File: src/rtl/ct_split_pkg.sv
// ct_split shared package: log2 helper, drop counter width and
// a default-width beat record {data, eop}.
package ct_split_pkg;

    localparam int CT_DROPCNT_W = 16;
    localparam int CT_WIDTH     = 32;

    typedef struct packed {
        logic [CT_WIDTH-1:0] data;
        logic                eop;
    } ct_beat_t;

    // Ceiling log2; a value of 1 or less gives 0.
    function automatic int CLogB2(input int value);
        int r;
        int v;
        v = value - 1;
        r = 0;
        while (v > 0) begin
            r = r + 1;
            v = v >> 1;
        end
        return r;
    endfunction

endpackage

File: src/rtl/ct_split_track.sv
// ct_split_track: per-output delivery tracking for one held beat.
// Ports: clk, reset_n, i_s_valid, i_s_mask, i_ready -> o_valid, o_beat_done.
module ct_split_track
    import ct_split_pkg::*;
#(
    parameter int NO = 2
) (
    input  logic          clk,
    input  logic          reset_n,
    input  logic          i_s_valid,
    input  logic [NO-1:0] i_s_mask,
    input  logic [NO-1:0] i_ready,
    output logic [NO-1:0] o_valid,
    output logic          o_beat_done
);

    logic [NO-1:0] r_done;
    logic [NO-1:0] w_pending;

    // Outputs that still owe the held beat.
    assign w_pending   = i_s_mask & ~r_done;
    assign o_valid     = {NO{i_s_valid}} & w_pending;
    assign o_beat_done = i_s_valid && ((w_pending & ~i_ready) == '0);

    // done remembers who already took the beat so nobody gets it twice.
    always_ff @(posedge clk or negedge reset_n) begin
        if (!reset_n) begin
            r_done <= '0;
        end else if (o_beat_done) begin
            r_done <= '0;
        end else begin
            r_done <= r_done | (o_valid & i_ready);
        end
    end

endmodule

File: src/rtl/ct_split.sv
// ct_split: packet-atomic fan-out of one valid/ready/eop stream to NO outputs.
// Ports: clk, reset_n, i_data/i_valid/i_eop/i_mask -> o_ready;
//        o_valid[NO], o_data, o_eop <- i_ready[NO].
// Option CT_SPLIT_DROPCNT_EN adds o_drop_count (empty-mask packets, saturating).
module ct_split
    import ct_split_pkg::*;
#(
    parameter int NO    = 2,
    parameter int WIDTH = 32
) (
    input  logic             clk,
    input  logic             reset_n,
    input  logic [WIDTH-1:0] i_data,
    input  logic             i_valid,
    output logic             o_ready,
    input  logic             i_eop,
    input  logic [NO-1:0]    i_mask,
    output logic [NO-1:0]    o_valid,
    output logic [WIDTH-1:0] o_data,
    output logic             o_eop,
    input  logic [NO-1:0]    i_ready
`ifdef CT_SPLIT_DROPCNT_EN
    ,
    output logic [CT_DROPCNT_W-1:0] o_drop_count
`endif
);

    logic             r_s_valid;
    logic [WIDTH-1:0] r_s_data;
    logic             r_s_eop;
    logic [NO-1:0]    r_s_mask;
    logic             r_sop;
    logic             w_beat_done;
    logic             w_accept;

    ct_split_track #(
        .NO(NO)
    ) u_track (
        .clk        (clk),
        .reset_n    (reset_n),
        .i_s_valid  (r_s_valid),
        .i_s_mask   (r_s_mask),
        .i_ready    (i_ready),
        .o_valid    (o_valid),
        .o_beat_done(w_beat_done)
    );

    // Retiring beat frees the slot in the same cycle: no bubble.
    assign o_ready  = !r_s_valid || w_beat_done;
    assign w_accept = i_valid && o_ready;
    assign o_data   = r_s_data;
    assign o_eop    = r_s_eop;

    always_ff @(posedge clk or negedge reset_n) begin
        if (!reset_n) begin
            r_s_valid <= 1'b0;
            r_s_data  <= '0;
            r_s_eop   <= 1'b0;
            r_s_mask  <= '0;
            r_sop     <= 1'b1;
        end else if (w_accept) begin
            r_s_valid <= 1'b1;
            r_s_data  <= i_data;
            r_s_eop   <= i_eop;
            // Mask is latched once per packet, on its first beat.
            if (r_sop) begin
                r_s_mask <= i_mask;
            end
            r_sop <= i_eop;
        end else if (w_beat_done) begin
            r_s_valid <= 1'b0;
        end
    end

`ifdef CT_SPLIT_DROPCNT_EN
    logic [CT_DROPCNT_W-1:0] r_drop_count;

    always_ff @(posedge clk or negedge reset_n) begin
        if (!reset_n) begin
            r_drop_count <= '0;
        end else if (w_accept && r_sop && (i_mask == '0)
                     && (r_drop_count != '1)) begin
            r_drop_count <= r_drop_count + 1'b1;
        end
    end

    assign o_drop_count = r_drop_count;
`endif

endmodule

File: config.mk
export PLATFORM = sky130hd
export DESIGN_NAME = ct_split
export DESIGN_NICKNAME = d
export VERILOG_FILES = /design/src/rtl/ct_split_pkg.sv /design/src/rtl/ct_split_track.sv /design/src/rtl/ct_split.sv
export SDC_FILE = /design/constraint.sdc
export NUM_CORES = 1
export LEC_CHECK = 0
export BUFFER_PORTS_ARGS = -buffer_cell sky130_fd_sc_hd__buf_2
export CAP_MARGIN = 20
export CORE_ASPECT_RATIO = 1.4
export CORE_UTILIZATION = 30
export DETAILED_ROUTE_END_ITERATION = 10
export REMOVE_ABC_BUFFERS = 1
export SKIP_CTS_REPAIR_TIMING = 1
export SYNTH_ARGS = -nofsm -noshare
export SYNTH_HDL_FRONTEND = slang
export SYNTH_SLANG_ARGS = --single-unit
File: constraint.sdc
create_clock -name clk -period 1.6 [get_ports clk]
set_input_delay 0.24 -clock clk [delete_from_list [all_inputs] [get_ports clk]]
set_output_delay 0.24 -clock clk [all_outputs]
set_load 0.01 [all_outputs]
; Word level (Yosys, flattened, before mapping)
; Cells that the tools add are included.
[totals]
reg_bits = 39
output_inout_bits = 36
word_cells = 23
in_bits = 40
[classes]
bitwise = 7
mux = 3
reduce_logical = 7
[op_table]
columns = cell, count
row1 = $and A2 B2 Y2, 4
row2 = $not A2 Y2, 2
row3 = $logic_and A1 B1 Y1, 2
row4 = $logic_not A2 Y1, 1
row5 = $mux W1, 2
row6 = $mux W2, 1
row7 = $or A2 B2 Y2, 1
row8 = $reduce_and A2 Y1, 1
row9 = $reduce_bool A2 Y1, 1
row10 = $logic_not A1 Y1, 1
row11 = $logic_or A1 B1 Y1, 1

; Logic depth before layout (Yosys ltp)
; Gate-level depths: netlist of the first run.
[depth]
word_depth = 8
depth_mapped = 5
depth_no_buf = 3

; By module
; Synthesis of the first run repeated with hierarchy kept, for this count alone.
[unflattened]
cells_unflattened = 92
hier_area_um2 = 1657.8
[modules_own_cells]
columns = mod, n_inst, cells_each, area_each_um2
row1 = ct_split, 1, 80, 1545.2
row2 = ct_split_track, 1, 12, 112.6

; Worst setup path before layout of the first run
; OpenSTA, ideal clock, no wires.
[synth_path]
kind = register -> register
from = register r_s_valid
to = register r_s_data[0] (netlist: o_data[0])
n_path_buf = 2
path_slack_ps = -118
setup_ps = 125
stages_incl_launch_ff = 6
synth_period_minus_slack_ps = 1718
arrival_ps = 1593
path_cell_list = dfrtp_1 -> and4bb_4 -> or3b_1 -> buf_6 -> buf_12 -> mux2_4
[synth_via]
elab_chain_len = 3
[synth_lines]
columns = element, line
row1 = start: declaration, ct_split.sv:28  ; logic r_s_valid;
row2 = start signal: assignment, ct_split.sv:56  ; r_s_valid <= 1'b0;
row3 = start signal: assignment, ct_split.sv:62  ; r_s_valid <= 1'b1;
row4 = start signal: assignment, ct_split.sv:71  ; r_s_valid <= 1'b0;
row5 = $logic_not A1 Y1 or $logic_and A1 B1 Y1 (tied branches), "ct_split.sv:49, ct_split_track.sv:23"
row6 = $logic_or A1 B1 Y1 *, ct_split.sv:49  ; assign o_ready = !r_s_valid || w_beat_done;
row7 = $logic_and A1 B1 Y1 *, ct_split.sv:50  ; assign w_accept = i_valid && o_ready;
row8 = end signal: assignment, ct_split.sv:63  ; r_s_data <= i_data;
row9 = end: declaration, ct_split.sv:29  ; logic [WIDTH-1:0] r_s_data;
; Mark *: on every way between the ends. The rest lies on a longest branch, timed or not.
; A chain may end at the register's enable or synchronous reset.

; Worst setup path in the final report of the first run
[layout_path]
from = register r_s_valid
to = register r_s_data[24] (netlist: o_data[24])
; The elaborated chain is that of the path after synthesis.

==> impl_metrics.csv, run 1 <==
group,metric,value,unit
power,leakagePower,1.23,nW
sta,final_critical_path_setup_slack,-59.6,ps
critical_path,crit_arrival,1840,ps
layout,post_route_cell_area,2340,um^2
synthesis,yosysTopAreaCellShare,0.566,
critical_path,cp_startpoint_kind,"register",
placed_design,post-place-cells,245,
global_routing,first_global_vias,1091,
placed_design,place_congestion,0.693,
floorplan,core_region_area,5280,um^2
floorplan,row_count,31,
critical_path,worst_r2r_startpoint,"r_s_valid",
route,drt-vias-per-instance,4.30,
global_routing,grtUsageTotal,0.126,
route,postRouteAntennaNets,0,
sta,timing.clock.skew,4.89,ps
critical_path,critical_path.reg2reg.endpoint,"o_data[24]",
global_routing,gr-total-overflow,0,
layout,antenna-diode-count,0,
layout,layout.core_utilization,0.443,
global_routing,number_of_antenna_violations_at_the_first_check_in_global_routing,0,
sta,tightest_slew,243,ps
run_status,run_status,"finished, violations left",
min_path,hold_path.startpoint,"i_data[16]",
layout,finish.net_count,229,
cts,worst_setup_hold_path_clk_slew,80,ps
critical_path,timing.critical_path.slowest_stage_cell,"sky130_fd_sc_hd__or3b_4",
power,vdd.ir_drop.worst,0.445,mV
synthesis,synth.yosys.seq_area_share,0.582,
critical_path,crit_path_end_kind,"register",
layout,final-instance-count-excl-fill,256,
route,totalWireLength,3480,um
floorplan,io_pins,76,
synthesis,netlist_area,1680,um^2
layout,layout-area-overhead-vs-synth,39.0,%
floorplan,floorplan.die_area,5910,um^2
global_routing,pin_count_of_the_biggest_net_entering_global_routing,35,
power,pwr_density_cell,1750,nW/um^2
synthesis,post_synth_main_area_contributors,"sky130_fd_sc_hd__dfrtp_1 (57%), sky130_fd_sc_hd__mux2_4 (27%), sky130_fd_sc_hd__mux2_2 (4.0%), sky130_fd_sc_hd__buf_12 (3.6%), sky130_fd_sc_hd__dfstp_2 (1.6%)",
placed_design,preCtsSetupSlack,-149,ps
critical_path,crit_family,"simple AND/OR/NAND/NOR gates",
sta,timing.final.crit_share,1.04,
critical_path,worst_ep_required_time,1780,ps
floorplan,initial_utilization,0.319,
route,route.detailed.drc,0,
critical_path,r2r.worst_path.cells,4,
layout,final_common_cell,"sky130_fd_sc_hd__buf_2",
critical_path,timing_worst_setup_path_type,"register to register",
critical_path,cp.buffers_inverters,1,
critical_path,cp_slowest_stage_delay,440,ps
cts,clock_latency,290,ps
cts,clock_sinks,39,
min_path,hold_path.class,"input port to register",
placed_design,detailed_place_hpwl,2410,um
sta,timing_hold_violations_final,0,
sta,final-setup-viol-count,29,
run,cap_violations,0,
route,drt_iter0_drc,29,
synthesis,synth.lib_cells_used.distinct,17,
sta,grt_setup_unrepaired,"true",
synthesis,yosys_warn_count,0,
placed_design,placement.io_buffers,75,
cts,clock_buffer_count_from_cts,5,
floorplan,die-width,65.3,um
sta,fmax,603,MHz
critical_path,cp_cell_sequence,"and4bb_4 > or3b_4 > buf_12 > mux2_4",
sta,normalized_max_slew_margin,0.838,
synthesis,library_cell_occupying_the_most_area_in_the_post_synthesis_netlist,"sky130_fd_sc_hd__dfrtp_1",
cts,clock_tree.root_cell,"sky130_fd_sc_hd__clkbuf_8",
layout,layout-drive-gt1-share,0.737,
cts,cts-root-to-sink-buffers,2,
critical_path,timing.critical_path.to,"o_data[24]",
sta,finalSetupTns,-1300,ps
cts,cts-htree-levels,2,
sta,slew_viol_final,0,
sta,whs,171,ps
route,via_count,1101,
run_status,failed_checks,"negative setup slack",
sta,min_period,1660,ps
critical_path,crit_path_start,"r_s_valid",
synthesis,synthesis.area_per_instance,17.5,um^2
global_routing,global_route_wire_length_before_repair,5530,um
critical_path,cp_max_fo,17,
layout,layout.cells.most_common_list,"sky130_fd_sc_hd__buf_2 (75), sky130_fd_sc_hd__dfrtp_1 (38), sky130_fd_sc_hd__mux2_4 (30)",
synthesis,ys_seq_elements,39,
placed_design,place_area,2170,um^2
power,finalPower,4.09,mW
floorplan,die_h,90.6,um
route,avgRoutedWirePerCell,13.6,um
critical_path,worst-r2r-setup-slack,-60,ps
cts,cts_tree,"done",
critical_path,stages_on_the_worst_setup_path,4,
route,detail_route.first_pass.iterations,3,
synthesis,gate_count_after_technology_mapping,96,
## synthesized netlist by cell type
| cell type | number |
|---|---|
| sky130_fd_sc_hd__and3b_2 | 1 |
| sky130_fd_sc_hd__a21oi_1 | 2 |
| sky130_fd_sc_hd__dfstp_2 | 1 |
| sky130_fd_sc_hd__and4bb_1 | 1 |
| sky130_fd_sc_hd__buf_6 | 1 |
| sky130_fd_sc_hd__buf_12 | 3 |
| sky130_fd_sc_hd__a31oi_1 | 2 |
| sky130_fd_sc_hd__mux2_2 | 6 |
| sky130_fd_sc_hd__or3_2 | 1 |
| sky130_fd_sc_hd__nor2_1 | 3 |
| sky130_fd_sc_hd__nor3_1 | 1 |
| sky130_fd_sc_hd__and4bb_4 | 1 |
| sky130_fd_sc_hd__or3b_1 | 1 |
| sky130_fd_sc_hd__or3b_2 | 1 |
| sky130_fd_sc_hd__mux2_4 | 30 |
| sky130_fd_sc_hd__dfrtp_1 | 38 |
| sky130_fd_sc_hd__nand2_1 | 3 |
## kinds of logic (layout without fill, tap and decap cells)
family / after synthesis / in the layout / synth area share
AOI/OAI and AO/OA: 4 / 4 / 0.0134
buffers and inverters: 4 / 98 / 0.0424
DFF: 39 / 39 / 0.582
muxes: 36 / 36 / 0.308
and+or+nand+nor: 13 / 13 / 0.0544
## per-layer routing
| metal | global-route usage | vias up | part of all wire |
|---|---|---|---|
| li1 | - | 527 | - |
| met1 | 0.162 | 526 | 0.44 |
| met2 | 0.189 | 43 | 0.49 |
| met3 | 0.0366 | 5 | 0.053 |
| met4 | 0.0652 | 0 | 0.019 |
| met5 | 0 | - | 0 |
## sequential cells by signal, summed over array words and instances (netlist names)
signal / count
o_data: 32
u_track.r_done: 2
r_s_mask: 2
r_s_valid: 1
r_sop: 1
o_eop: 1
## worst min-delay path by stage
| stage | cells after the start | end |
|---|---|---|
| after floorplan | 0 | o_data[0] |
| after global placement | 1 | o_eop |
| after detailed placement | 1 | o_eop |
| after CTS | 1 | o_data[18] |
| after global routing | 2 | o_data[22] |
| final | 2 | o_data[16] |
## power by group
part           internal (mW)  switching [mW]
logic                   1.01           0.676
clock network          0.464           0.354
registers               1.38           0.203
total                   2.85            1.23
## area by class of cell
cell class	instances	area [um^2]
fill	514	2940
sequential	39	977
multi-input combinational	53	639
timing repair buffer	90	524
tap	66	82.6
clock buffer	5	68.8
clock inverter	3	43.8
Note: power is estimated with default switching activity, not from simulation.
==> inputs of run 2 (changes only) <==
--- a/config.mk
+++ b/config.mk
@@ -7,9 +7,12 @@
 export LEC_CHECK = 0
 export BUFFER_PORTS_ARGS = -buffer_cell sky130_fd_sc_hd__buf_2
 export CAP_MARGIN = 20
+export CELL_PAD_IN_SITES_DETAIL_PLACEMENT = 0
+export CELL_PAD_IN_SITES_GLOBAL_PLACEMENT = 2
 export CORE_ASPECT_RATIO = 1.4
-export CORE_UTILIZATION = 30
+export CORE_UTILIZATION = 27
 export DETAILED_ROUTE_END_ITERATION = 10
+export PLACE_DENSITY_LB_ADDON = 0.1
 export REMOVE_ABC_BUFFERS = 1
 export SKIP_CTS_REPAIR_TIMING = 1
 export SYNTH_ARGS = -nofsm -noshare
==> impl_metrics.csv, run 2 (synthesized netlist as in run 1, its figures left out) <==
group,metric,value,unit
min_path,hold_path_end,"o_data[15]",
sta,whs,170,ps
critical_path,crit_path_end_kind,"register",
route,drt_iter0_drc,25,
floorplan,core_region_area,5950,um^2
run_status,failed_checks,"negative setup slack",
layout,finish.net_count,226,
sta,tightest_slew,385,ps
cts,clock_sinks,39,
layout,layout-drive-gt1-share,0.733,
critical_path,cp_startpoint_kind,"register",
layout,layout.cells.most_common_list,"sky130_fd_sc_hd__buf_2 (75), sky130_fd_sc_hd__dfrtp_1 (38), sky130_fd_sc_hd__mux2_4 (30)",
sta,normalized_max_slew_margin,0.743,
cts,cts-htree-levels,2,
cts,clock_latency,290,ps
route,top_signal_layer_used,"met4",
route,met2_wirelength,1710,um
cts,clock_tree.root_cell,"sky130_fd_sc_hd__clkbuf_8",
placed_design,place_area,2150,um^2
sta,min_period,1680,ps
sta,final_critical_path_setup_slack,-79.2,ps
placed_design,place_congestion,0.779,
placed_design,post-place-cells,246,
cts,clock_buffer_count_from_cts,5,
run_status,run_status,"finished, violations left",
layout,largest_register_ffs,32,
floorplan,row_count,33,
cts,cts_tree,"done",
layout,layout.core_utilization,0.391,
critical_path,worst_r2r_startpoint,"r_s_valid",
power,pwr_density_cell,1770,nW/um^2
critical_path,worst-r2r-setup-slack,-80,ps
global_routing,first_global_vias,1194,
global_routing,number_of_antenna_violations_at_the_first_check_in_global_routing,0,
sta,timing.clock.skew,11.6,ps
power,vdd.ir_drop.worst,0.596,mV
route,drt-vias-per-instance,4.28,
floorplan,die_h,95.3,um
power,finalPower,4.12,mW
route,totalWireLength,3550,um
critical_path,r2r.worst_path.cells,4,
global_routing,pin_count_of_the_biggest_net_entering_global_routing,25,
critical_path,cp_max_fo,12,
critical_path,crit_arrival,1850,ps
sta,timing_hold_violations_final,0,
global_routing,gr-total-overflow,0,
route,dr_wl_met3,289,um
route,avgRoutedWirePerCell,13.8,um
route,detail_route.first_pass.iterations,4,
critical_path,worst_ep_required_time,1770,ps
route,detail_route.wirelength.met1,1490,um
layout,post_route_cell_area,2320,um^2
sta,final-setup-viol-count,34,
global_routing,global_route_wire_length_before_repair,5330,um
sta,fmax,596,MHz
power,leakagePower,1.22,nW
layout,final_common_cell,"sky130_fd_sc_hd__buf_2",
cts,cts-root-to-sink-buffers,2,
layout,antenna-diode-count,0,
global_routing,grtUsageTotal,0.111,
cts,worst_setup_hold_path_clk_slew,80,ps
floorplan,initial_utilization,0.283,
placed_design,placement.io_buffers,75,
sta,grt_setup_unrepaired,"true",
sta,timing.final.crit_share,1.05,
layout,final-instance-count-excl-fill,257,
run,cap_violations,0,
min_path,whs_path_depth,2,
route,route.detailed.drc,0,
floorplan,die-width,68.7,um
route,postRouteAntennaNets,0,
route,via_count,1101,
min_path,hold_path.startpoint,"i_data[15]",
critical_path,critical_path.reg2reg.endpoint,"o_data[2]",
floorplan,floorplan.die_area,6550,um^2
floorplan,io_pins,76,
placed_design,detailed_place_hpwl,2530,um
critical_path,timing_worst_setup_path_type,"register to register",
sta,slew_viol_final,0,
min_path,hold_path.class,"input port to register",
layout,layout-area-overhead-vs-synth,38.3,%
## run 2: cell types whose count changed in the layout (fill, tap and decap cells not counted)
cell	change
sky130_fd_sc_hd__buf_4	-3
sky130_fd_sc_hd__clkbuf_8	+1
sky130_fd_sc_hd__clkinv_4	-1
## run 2: how the worst max path moves through the flow
stage / startpoint / end / slack (ps) / cells past startpoint
global route: r_s_mask[0] / o_data[2] / -110 / 4
finish: r_s_valid / o_data[2] / -80 / 4
floorplan: u_track.r_done[0] / o_data[17] / -800 / 3
global placement: r_s_valid / o_data[29] / -130 / 4
detailed placement: r_s_mask[0] / o_data[4] / -170 / 4
CTS: r_s_mask[0] / o_data[4] / -200 / 4
## run 2: final cells by class
| class | instances | area (um^2) |
|---|---|---|
| fillers | 609 | 3620 |
| well taps | 70 | 87.6 |
| clock inverters | 2 | 35.0 |
| repair buffers | 87 | 502 |
| multi-input cells | 53 | 639 |
| flip-flops and latches | 39 | 977 |
| clock buffers | 6 | 82.6 |
## run 2: stage by stage
stage	setup TNS (ps)	setup slack [ps]
2_1_floorplan	-24780	-797
3_3_place_gp	-4160	-134
3_5_place_dp	-5180	-170
4_1_cts	-5860	-198
5_1_grt	-3110	-111
6_report	-1780	-79.2
## run 2: power breakdown
part           total [mW]  switching (mW)  leakage [nW]  internal [mW]
Sequential           1.60           0.219         0.456           1.38
Clock               0.857           0.352        0.0612          0.505
Combinational        1.66           0.664         0.698          0.997
## run 2: metal layers
metal,vias to the layer above,global-route usage
li1,517,-
met5,-,0
met2,42,0.172
met4,0,0.0469
met1,537,0.134
met3,5,0.0431
## run 2: worst max-delay path: stages, from the launching register on
cell and delay (ps):
sky130_fd_sc_hd__dfrtp_1 400, sky130_fd_sc_hd__and4bb_4 210, sky130_fd_sc_hd__or3b_4 440, sky130_fd_sc_hd__clkbuf_16 200, sky130_fd_sc_hd__mux2_4 300
